===== config.mk =====
export PLATFORM = sky130hd
export DESIGN_NAME = bcd_countdown
export DESIGN_NICKNAME = d
export VERILOG_FILES = /design/src/rtl/bcd_countdown.sv
export SDC_FILE = /design/constraint.sdc
export NUM_CORES = 1
export LEC_CHECK = 0
export ABC_AREA = 1
export CAP_MARGIN = 20
export CELL_PAD_IN_SITES_DETAIL_PLACEMENT = 0
export CELL_PAD_IN_SITES_GLOBAL_PLACEMENT = 2
export CORE_MARGIN = 4
export CORE_UTILIZATION = 33
export DETAILED_ROUTE_END_ITERATION = 8
export GPL_TIMING_DRIVEN = 0
export HOLD_SLACK_MARGIN = 0.15
export PLACE_DENSITY_LB_ADDON = 0.05
export REMOVE_ABC_BUFFERS = 1
export SKIP_CTS_REPAIR_TIMING = 1
export SLEW_MARGIN = 25
export SYNTH_ARGS = -nofsm -noshare
export SYNTH_HDL_FRONTEND = slang
export SYNTH_SLANG_ARGS = --single-unit

===== constraint.sdc =====
create_clock -name clk -period 2.6 [get_ports clk]
set_input_delay 0.52 -clock clk [delete_from_list [all_inputs] [get_ports clk]]
set_output_delay 0.52 -clock clk [all_outputs]
set_load 0.02 [all_outputs]

===== src/rtl/bcd_countdown.sv =====
// BCD countdown timer core: adjustable value, run/pause, timed alarm window and
// a pause blink mask. Arithmetic is done digit-wise so the display needs no conversion.
module bcd_countdown #(
   parameter int DIGITS     = 4,
   parameter int TICK_DIV   = 1000000,
   parameter int MMSS       = 1,
   parameter int STEP_DIGIT = 2,
   parameter int ALARM_SECS = 3
) (
   input  logic                  clk,
   input  logic                  rst_n,
   input  logic                  plus,
   input  logic                  minus,
   input  logic                  start,
   input  logic                  clear,
   output logic [4*DIGITS-1:0]   display,
   output logic                  blank,
   output logic                  running,
   output logic                  finish,
   output logic                  alarm
);

   localparam int PW = $clog2(TICK_DIV);
   localparam int BW = $clog2(TICK_DIV / 2);
   localparam int AW = $clog2(ALARM_SECS + 1);

   typedef logic [DIGITS-1:0][3:0] bcd_t;
   typedef enum logic [1:0] {S_IDLE, S_RUN, S_PAUSE, S_DONE} state_t;

   // In MM:SS mode the tens-of-seconds digit wraps at 5, every other digit at 9.
   function automatic logic [3:0] dig_max(input int i);
      return (MMSS != 0 && i == 1) ? 4'd5 : 4'd9;
   endfunction

   function automatic bcd_t max_val();
      bcd_t r;
      for (int i = 0; i < DIGITS; i++) r[i] = dig_max(i);
      return r;
   endfunction

   function automatic bcd_t add_unit(input bcd_t v, input int k);
      bcd_t r;
      logic cy;
      r  = v;
      cy = 1'b1;
      for (int i = 0; i < DIGITS; i++) begin
         if (i >= k && cy) begin
            if (v[i] == dig_max(i)) r[i] = 4'd0;
            else begin
               r[i] = v[i] + 4'd1;
               cy   = 1'b0;
            end
         end
      end
      return cy ? max_val() : r;
   endfunction

   // Borrow out of the top digit means the value was below one unit: floor at zero.
   function automatic bcd_t sub_unit(input bcd_t v, input int k);
      bcd_t r;
      logic bw;
      r  = v;
      bw = 1'b1;
      for (int i = 0; i < DIGITS; i++) begin
         if (i >= k && bw) begin
            if (v[i] == 4'd0) r[i] = dig_max(i);
            else begin
               r[i] = v[i] - 4'd1;
               bw   = 1'b0;
            end
         end
      end
      return bw ? '0 : r;
   endfunction

   state_t          state, nxt_state;
   bcd_t            value, nxt_value, dec;
   logic [PW-1:0]   presc, nxt_presc;
   logic [BW-1:0]   bcnt, nxt_bcnt;
   logic [AW-1:0]   acnt, nxt_acnt;
   logic            phase, nxt_phase, tick;
   logic            o_blank, o_running, o_finish, o_alarm;

   always_ff @(posedge clk) begin
      if (!rst_n) begin
         state <= S_IDLE;
         value <= '0;
         presc <= '0;
         bcnt  <= '0;
         acnt  <= '0;
         phase <= 1'b0;
      end else begin
         state <= nxt_state;
         value <= nxt_value;
         presc <= nxt_presc;
         bcnt  <= nxt_bcnt;
         acnt  <= nxt_acnt;
         phase <= nxt_phase;
      end
   end

   always_comb begin
      nxt_state = state;
      nxt_value = value;
      nxt_presc = presc;
      nxt_bcnt  = bcnt;
      nxt_acnt  = acnt;
      nxt_phase = phase;
      tick      = (presc == PW'(TICK_DIV - 1));
      dec       = sub_unit(value, 0);
      case (state)
         S_IDLE: begin
            if (clear) nxt_value = '0;
            else if (start) begin
               if (value != '0) begin
                  nxt_state = S_RUN;
                  nxt_presc = '0;
               end
            end
            else if (plus)  nxt_value = add_unit(value, STEP_DIGIT);
            else if (minus) nxt_value = sub_unit(value, STEP_DIGIT);
         end
         S_RUN: begin
            if (clear) begin
               nxt_state = S_IDLE;
               nxt_value = '0;
            end else begin
               nxt_presc = tick ? '0 : presc + 1'b1;
               if (tick) nxt_value = dec;
               // A tick reaching zero beats a same-cycle pause request.
               if (tick && dec == '0) begin
                  nxt_state = S_DONE;
                  nxt_presc = '0;
                  nxt_acnt  = '0;
               end else if (start) begin
                  nxt_state = S_PAUSE;
                  nxt_bcnt  = '0;
                  nxt_phase = 1'b0;
               end
            end
         end
         S_PAUSE: begin
            if (clear) begin
               nxt_state = S_IDLE;
               nxt_value = '0;
               nxt_phase = 1'b0;
            end else if (start) begin
               nxt_state = S_RUN;
               nxt_phase = 1'b0;
            end else if (bcnt == BW'(TICK_DIV / 2 - 1)) begin
               nxt_bcnt  = '0;
               nxt_phase = ~phase;
            end else begin
               nxt_bcnt  = bcnt + 1'b1;
            end
         end
         S_DONE: begin
            if (clear || start || plus || minus) nxt_state = S_IDLE;
            else begin
               nxt_presc = tick ? '0 : presc + 1'b1;
               if (tick) begin
                  if (acnt == AW'(ALARM_SECS - 1)) nxt_state = S_IDLE;
                  else nxt_acnt = acnt + 1'b1;
               end
            end
         end
         default: nxt_state = S_IDLE;
      endcase
   end

   always_comb begin
      o_running = (nxt_state == S_RUN);
      o_alarm   = (nxt_state == S_DONE);
      o_finish  = (nxt_state == S_DONE) && (state != S_DONE);
      o_blank   = (nxt_state == S_PAUSE) && nxt_phase;
   end

   always_ff @(posedge clk) begin
      if (!rst_n) begin
         blank   <= 1'b0;
         running <= 1'b0;
         finish  <= 1'b0;
         alarm   <= 1'b0;
      end else begin
         blank   <= o_blank;
         running <= o_running;
         finish  <= o_finish;
         alarm   <= o_alarm;
      end
   end

   assign display = value;

endmodule


==> impl_results.md <==
- Mapped Avg Cell Area: 6.451 um^2
- PwrDens: 794.2 nW/um^2
- Ys async rst share: 0%
- Share of power burned in registers: 30.3%
- Final setup viols: 0
- Hold_sp: acnt[1]
- Worst-Skew Late Latency: 0.34 ns
- Reg area: 1289 um^2
- Switching Share: 42.27%
- Final Hold Viols: 0
- Synth top area cells: dfxtp_1 (28%), nand2_1 (11%), nor2_1 (9.8%)
- GRT Residual Overflow: 0
- Reg2reg path depth: 18
- Max H-tree Level: 3
- TritonCTS Buffers: 9
- Hold Path Sink: acnt[1]
- Initial DRC Count: 331
- Core ar.: 13300 um^2
- CP Data Required Time: 2.86 ns
- Max_cap viols: 0
- Yosys warnings: 0
- Layout Skew: 0.008349 ns
- Final core utilization: 40.82%
- Vias in the first global route: 4214
- Reg2Reg Capture Point: finish
- Total number of vias: 4467
- Peak VDD IR: 0.3127 mV
- Syn Inst Count: 699
- Status: finished clean
- Slew headroom: 48.51%
- Global route hottest layer: met2
- Clk pwr share: 27.1%
- Layout cell share with drive strength beyond 1: 15.60%
- Post-synth top area cell: dfxtp_1
- Top-count cell post-synth: nand2_1
- Worst-Margin Slew: 0.7723 ns
- Via density: 4.893
- Worst R2R Start: display[8]
- Ant. Diodes: 0
- Comb pwr share: 42.5%
- Die area: 15600 um^2
- Final nets: 755
- Area of the multi-input gates: 2942 um^2
- Sw Pwr: 1822 uW
- Sequential area share after synthesis: 28.41%
- Setup TNS: 0 ns
- Synth unique cells: 46
- Synthesis-to-layout area growth: 20.34%
- Int Pwr: 2488 uW
- Largest net degree at the start of global routing: 33
- Die Span X: 124.9 um
- Clock transition at path regs: 0.05 ns
- Non-Filler Instances: 913
- First-pass GRT wire length: 21.37 mm
- GRT Total Usage: 16.49%
- Fmax: 404.6 MHz
- Number of flops mapped to enable cells by yosys: 0
- CP Capture Type: register
- Seq cells post-synth: 64
- Initial antenna violation count: 0
- Clock root buffer: clkbuf_16
- Final antenna-violating net count: 0
- Clock tree buffer depth: 2
- Flop2flop setup slack: 0.13 ns
- TritonCTS clock tree: built
- Setup Crit Path Kind: reg -> reg
- Placed insts: 885
- WL per Instance: 14.09 um
- Met2 global-route usage: 24.46%
- Worst min path class: reg -> reg
- Maximum fanout along the worst path: 9
- Row count: 42
- Post-synth top area share: 28.41%
- Top cells by count, synth: nand2_1 (134), nor2_1 (118), inv_1 (80)
- Main flop type after synthesis: dfxtp_1
- Crit path arrival time: 2.73 ns
- Clk sinks: 64
- Tmin final: 2.471 ns
- Overall routed net length: 12.87 mm
- Final Total Pwr: 4310 uW
- Hold depth: 2
- Post-synth design cell area: 4509 um^2
- GRT met3 Usage: 2.830%
- Initial core utilization: 33.92%
- Max Slew Vio Count: 0
- Startpoint Class: register
- Layout filler cell count: 1474
- LEAKAGE: 0.002172 uW
- # DRC: 0
- Post-DP HPWL: 9.376 mm
- Port bufs: 25
- TritonRoute pass-1 iters: 5
- Tcrit/Tclk final: 95.05%
- GR met1 Demand/Resource: 23.88%
- Placer Congestion: 0.8455
- # IOs: 26
- Chip height: 124.9 um
## area by class of cell
class                   count  share of cell area (%)
multi-input cells         529                   54.21
flip-flops and latches     64                   23.75
inverters                  92                   6.687
repair buffers             36                   6.041
clock buffers              12                   4.727
well taps                 176                   4.058
clock inverters             4                  0.5303
## logic make-up (layout without fill, tap and decap cells)
group	after synthesis	after routing	share of synthesized area [%]
XOR/XNOR	17	17	3.302
flip-flops	64	64	28.41
buffers and inverters	108	144	9.961
AO/OA/AOI/OAI	114	114	14.62
adder cells (fa/ha/maj)	17	17	4.717
AND/OR/NAND/NOR	379	381	38.98
## power groups by stage
stage	sequential [uW]	combinational, uW	clock, uW
finish	1310	1830	1170
global route	1330	2060	1240
CTS	1300	1620	1210
detailed placement	1320	1610	0
global placement	1310	1600	0
floorplan	1340	1120	0
## per-stage QoR
stage,hold WS [ns],area [um^2],worst slack (ns)
finish,0.4858,5426,0.1286
global route,0.5262,5426,-0.02655
global placement,0.4676,4878,-0.6802
detailed placement,0.4785,4878,-0.4996
CTS,0.4897,5164,-0.3096
floorplan,0.4517,4408,0.2567
## metal layers
layer,wire length [um],vias to the layer above
met1,6692,2029
li1,-,2361
met2,5519,63
met4,206,0
met5,0,-
met3,450,14
## cells in the final DEF, fill, tap and decap left out, types with 16 or more instances in the layout
master,netlist,routed
nor2_2,16,19
a21oi_1,28,28
nand2_1,134,130
inv_1,80,71
nand3_1,43,42
dfxtp_1,64,58
clkdlybuf4s50_1,0,23
nor2_1,118,112
o21ai_0,38,38
nand4_1,16,16
o21ai_1,19,19
## how the worst max path moves through the flow
stage	from	to	slack [ns]	cells past startpoint
4_1_cts	display[8]	bcnt[0]	-0.31	17
5_1_grt	display[0]	finish	-0.03	18
3_5_place_dp	clear	presc[6]	-0.50	13
6_report	display[8]	finish	0.13	18
2_1_floorplan	display[8]	bcnt[0]	0.26	17
3_3_place_gp	clear	display[6]	-0.68	8
## worst max-delay path, cell delays in order, from the launching register on
cell and delay (ns):
dfxtp_2 0.38, inv_2 0.11, ha_4 0.17, nand2_2 0.07, nor2_4 0.19, nand3_4 0.13, nand2_1 0.09, nand2_1 0.08
nor2_2 0.18, nand2_2 0.09, nor2_4 0.12, nand2_4 0.08, nand2_1 0.06, nand2_1 0.05, nand2_1 0.06, nand2_1 0.11
nor2_2 0.17, nand2_2 0.11, nor2_1 0.13
## sequential cells by signal (all words and copies together) (netlist names)
name	flops
presc	20
alarm	1
display	16
running	1
finish	1
state	2
acnt	2
phase	1
bcnt	19
blank	1
Note: power is estimated with default switching activity, not from simulation.
==> RTL edit 1, RTL diff (same settings) <==
The parameter `DIGITS` goes from 4 to 8.
--- a/src/rtl/bcd_countdown.sv
+++ b/src/rtl/bcd_countdown.sv
@@ -1,7 +1,7 @@
 // BCD countdown timer core: adjustable value, run/pause, timed alarm window and
 // a pause blink mask. Arithmetic is done digit-wise so the display needs no conversion.
 module bcd_countdown #(
-   parameter int DIGITS     = 4,
+   parameter int DIGITS     = 8,
    parameter int TICK_DIV   = 1000000,
    parameter int MMSS       = 1,
    parameter int STEP_DIGIT = 2,
Ports: changed (resized display); port bits go from 26 to 42. The function was not compared with the original's and may differ.
==> RTL edit 1 against the original RTL <==
  * The flow now finishes with violations (negative setup slack)
  * Clock power up 11%
  * Area after synthesis rose by 40%
  * Highest routed layer unchanged
  * First-iteration DRC count is 22% higher
  * Setup slack worse by 400 ps
  * Synthesized cell count rose by 41%
  * Critical path depth down 2
  * Sequential cell count rose by 16
  * Wire length rose by 70%
  * Total power grew 30%
  * Final area grew 57%
  * Critical endpoint is now bcnt[9]
==> RTL edit 1: results (changes against the original RTL) <==
Critical path
  • Slowest cell on crit path: dfxtp_4 (was dfxtp_2)
  • RR Startpoint: display[16] (was display[8])
  • CP Max Fanout: 7 (was 9)
  • WP data arrival: 3110 ps (was 2730 ps)
  • R2r endpoint: bcnt[9] (was finish)

Global route
  • Grt met2 use: 30.93% (was 24.46%)
  • Vias in the first global route: 6,104 (was 4,214)
  • Largest net degree at the start of global routing: 31 (was 33)
  • Global-route wire length before repair: 32,600 um (was 21,370 um)
  • Total Routing Usage GR: 18.61% (was 16.49%)
  • M1 GR Usage: 25.10% (was 23.88%)
  • Routing usage on met3: 2.700% (was 2.830%)

Timing
  • Setup-failing EPs final: 48 (was 0)
  • Final setup margin: -274.5 ps (was 128.6 ps)
  • Worst rel slew slack: 21.81% (was 48.51%)
  • Setup skew after layout: 5.554 ps (was 8.349 ps)
  • Worst hold margin: 472.3 ps (was 485.8 ps)

Layout
  • Multi-input comb cells: 749 (was 529)
  • Non-clk bufs: 111 (was 36)
  • Register area: 1644 sq um (was 1289 sq um)
  • Clock network area share: 3.357% (was 5.257%)
  • Nets: 1,128 (was 755)
  • Fill count: 1,988 (was 1,474)
  • Clock buffers: 9 (was 12)
  • Non-clock inverters: 142 (was 92)
  • Ratio of cells with drive above 1 in the final layout: 25.89% (was 15.60%)
  • Max reg flops: 32 (was 20)
  • Combined area of the multi-input logic cells: 4662 sq um (was 2942 sq um)
  • Non-clock buffer area fraction after layout: 12.51% (was 6.041%)

Power
  • P_clk: 1300 uW (was 1170 uW)
  • Comb pwr share: 49.6% (was 42.5%)
  • Comb pwr: 2780 uW (was 1830 uW)
  • LEAKAGE: 0.003465 uW (was 0.002172 uW)

Place
  • GP Congestion: 0.8237 (was 0.8455)
  • Port bufs: 41 (was 25)
  • Detail Placement HPWL: 14,690 um (was 9376 um)

Route
  • Initial DRC count: 403 (was 331)
  • Total Wirelength: 21,880 um (was 12,870 um)
  • DR pass1 iterations: 7 (was 5)
  • Vias per inst: 5.173 (was 4.893)
  • Metal3 WL: 677 um (was 450 um)
  • WL met1: 10,180 um (was 6692 um)
  • Routed wl met2: 10,640 um (was 5519 um)

Status
  • Status: finished, violations left (was finished clean)
  • Failing checks: negative setup slack

Synthesis
  • Sequential fraction of the synthesis area: 25.35% (was 28.41%)
  • Synth top area cells: dfxtp_1 25%, nand2_1 11%, inv_1 8.1% (was dfxtp_1 28%, nand2_1 11%, nor2_1 9.8%)
  • Commonest cells post-synth: 188 x nand2_1, 137 x inv_1, 131 x nor2_1, 80 x dfxtp_1, 71 x o21ai_0 (was 134 x nand2_1, 118 x nor2_1, 80 x inv_1, 64 x dfxtp_1, 43 x nand3_1)
  • Netlist cell types: 51 (was 46)

Clock tree
  • Worst-path clk slew: 70 ps (was 50 ps)
  • Clk sinks: 80 (was 64)

Hold path
  • Worst Hold Path EP: presc[0] (was acnt[1])
  • Hold Startpoint: presc[0] (was acnt[1])
[RTL edit 1: worst max path at each step]
stage	start	end	slack, ps
after floorplan	display[20]	presc[15]	-540
after CTS	clear	display[17]	-1350
after global placement	clear	presc[15]	-2530
after detailed placement	clear	display[3]	-1700
after global routing	display[0]	bcnt[4]	-470
final	display[16]	bcnt[9]	-270
[RTL edit 1: metrics by stage]
step           cells  setup TNS (ps)  cell area [sq um]  utilization [%]  setup slack, ps
6_report        1331           -8631               8534            45.47           -274.5
5_1_grt         1331          -16040               8534            45.47           -472.2
4_1_cts         1254          -72450               7191            38.31            -1346
3_5_place_dp    1239          -90190               6904            36.79            -1697
3_3_place_gp    1238         -125260               6874            36.63            -2526
2_1_floorplan    963          -10390               6171                -           -538.5
[RTL edit 1: logic make-up after synthesis]
group                      count (synthesis)  share of synthesized area (%)
and+or+nand+nor                          479                          34.96
buffers and inverters                    166                          10.70
adders and majority gates                 29                          5.744
DFF                                       80                          25.35
xor gates and xnor gates                  23                          3.189
AOI/OAI and AO/OA                        211                          20.06
==> RTL edit 2, RTL diff (same settings) <==
Made on the original files. Make the reset (`rst_n`) asynchronous in 2 clocked blocks.
--- a/src/rtl/bcd_countdown.sv
+++ b/src/rtl/bcd_countdown.sv
@@ -81,7 +81,7 @@
    logic            phase, nxt_phase, tick;
    logic            o_blank, o_running, o_finish, o_alarm;
 
-   always_ff @(posedge clk) begin
+   always_ff @(posedge clk or negedge rst_n) begin
       if (!rst_n) begin
          state <= S_IDLE;
          value <= '0;
@@ -175,7 +175,7 @@
       o_blank   = (nxt_state == S_PAUSE) && nxt_phase;
    end
 
-   always_ff @(posedge clk) begin
+   always_ff @(posedge clk or negedge rst_n) begin
       if (!rst_n) begin
          blank   <= 1'b0;
          running <= 1'b0;
Formal check against the unedited RTL: differs if rst_n is asserted again (counterexample within 4 cycles, from zero or initial values and one cycle with rst_n low); with rst_n held inactive, the same outputs for 10 cycles.
==> RTL edit 2 against the original RTL <==
  * Global-route usage shrank 0.73 points
  * Non-clock buffer count grew 4
  * Setup slack lost 10 ps
  * Sequential cell count is the same
  * Area after synthesis grew 0.75%
  * Wire length shrank 4.7%
  * Core utilization grew 0.73 points
  * Final area grew 2.2%
  * Critical path type is now in -> reg
  * Largest cell class unchanged
Power is not compared: it rests on default switching activity, and its combinational part moved more than twofold at a synthesized area within 25%.
==> RTL edit 2: results (changes against the original RTL) <==
Place
  • Post-placement cell count: 845 (was 885)
  • Placed cell area: 4974 sq um (was 4878 sq um)
  • Worst slack, placed: -990.2 ps (was -499.6 ps)
  • Detail Placement HPWL: 8852 um (was 9376 um)
  • GP Congestion: 0.8237 (was 0.8455)

Clock tree
  • Skew-Pair Late Insertion Delay: 340 ps (about the same)
  • Clock Tree Root: clkbuf_16 (unchanged)
  • CTS Buf Count: 9 (unchanged)

Timing
  • Setup skew after layout: 2.911 ps (was 8.349 ps)
  • Fmax: 403.0 MHz (was 404.6 MHz)
  • Worst rel slew slack: 62.31% (was 48.51%)

Synthesis
  • Sequential fraction of the synthesis area: 35.25% (was 28.41%)
  • Post-synthesis compound-gate area fraction: 13.94% (was 14.62%)
  • XOR/XNOR Fraction of Synth Area: 2.892% (was 3.302%)
  • Synth top area cells: dfrtp_1 35%, nand2_1 15%, inv_1 6.8% (was dfxtp_1 28%, nand2_1 11%, nor2_1 9.8%)
  • Async set or reset register ratio after synthesis: 100.0% (was 0%)
  • Mapped Cells: 650 (was 699)
  • Synth Flop Type: dfrtp_1 (was dfxtp_1)
  • Commonest cells post-synth: 176 x nand2_1, 82 x inv_1, 76 x nor2_1, 64 x dfrtp_1, 49 x o21ai_0 (was 134 x nand2_1, 118 x nor2_1, 80 x inv_1, 64 x dfxtp_1, 43 x nand3_1)
  • Adder-Cell Fraction of Synth Area: 4.682% (was 4.717%)

Critical path
  • Slowest cell on crit path: clkdlybuf4s50_1 (was dfxtp_2)
  • Biggest cell delay along the critical path: 510 ps (was 380 ps)
  • RR Startpoint: display[1] (was display[8])
  • CP Max Fanout: 9 (unchanged)
  • Crit path from: clear (was display[8])
  • Worst Setup EP: presc[7] (was finish)
  • WP data arrival: 2720 ps (was 2730 ps)
  • Reg2Reg Setup Slack: 180 ps (was 130 ps)
  • R2R depth: 14 (was 18)

Route
  • Top sig layer: met4 (unchanged)
  • Vias per inst: 4.858 (was 4.893)
  • DR pass1 iterations: 4 (was 5)
  • Via count: 4,256 (was 4,467)
  • Total Wirelength: 12,260 um (was 12,870 um)
  • Metal3 WL: 369 um (was 450 um)
  • Routed wl met2: 5843 um (was 5519 um)
  • Initial DRC count: 212 (was 331)
  • WL met1: 5794 um (was 6692 um)

Layout
  • Fill count: 1,426 (was 1,474)
  • Top reg by flops: presc (unchanged)
  • Nets: 718 (was 755)
  • Synthesis-to-layout area growth: 22.06% (was 20.34%)
  • Ratio of cells with drive above 1 in the final layout: 13.71% (was 15.60%)

Status
  • Status: finished clean (unchanged)

Global route
  • Total Routing Usage GR: 15.76% (was 16.49%)
  • Global-route wire length before repair: 20,150 um (was 21,370 um)
  • Vias in the first global route: 4,082 (was 4,214)
  • Largest net degree at the start of global routing: 39 (was 33)
  • M1 GR Usage: 20.41% (was 23.88%)
  • Routing usage on met3: 3.753% (was 2.830%)
  • Grt met2 use: 25.88% (was 24.46%)

Power
  • Pint: between 3000 and 4000 uW

Hold path
  • Hold depth: 2 (unchanged)
RTL edit 2: cell types whose count changed in the layout (fill, tap and decap cells not counted), sizes merged, moves of 6 or more:
cell | before | now
nand4 | 16 | 9
nand2 | 148 | 184
dfxtp | 64 | 0
nor2 | 140 | 82
a21oi | 30 | 24
dfrtp | 0 | 64
o21ai | 58 | 66
RTL edit 2: final cells by class:
| cell class | instances | area share (%) |
|---|---|---|
| inverter | 88 | 6.205 |
| tap | 176 | 3.971 |
| clock inverter | 7 | 1.692 |
| multi-input combinational | 492 | 48.26 |
| timing repair buffer | 40 | 6.904 |
| clock buffer | 9 | 4.061 |
| sequential | 64 | 28.90 |
RTL edit 2: worst min-delay path by stage:
stage,start,endpoint,slack [ps]
final,acnt[1],acnt[1],500
after global routing,presc[0],presc[0],550
after CTS,rst_n,display[14],110
after detailed placement,rst_n,display[14],480
after global placement,acnt[1],acnt[1],480
after floorplan,rst_n,acnt[0],220
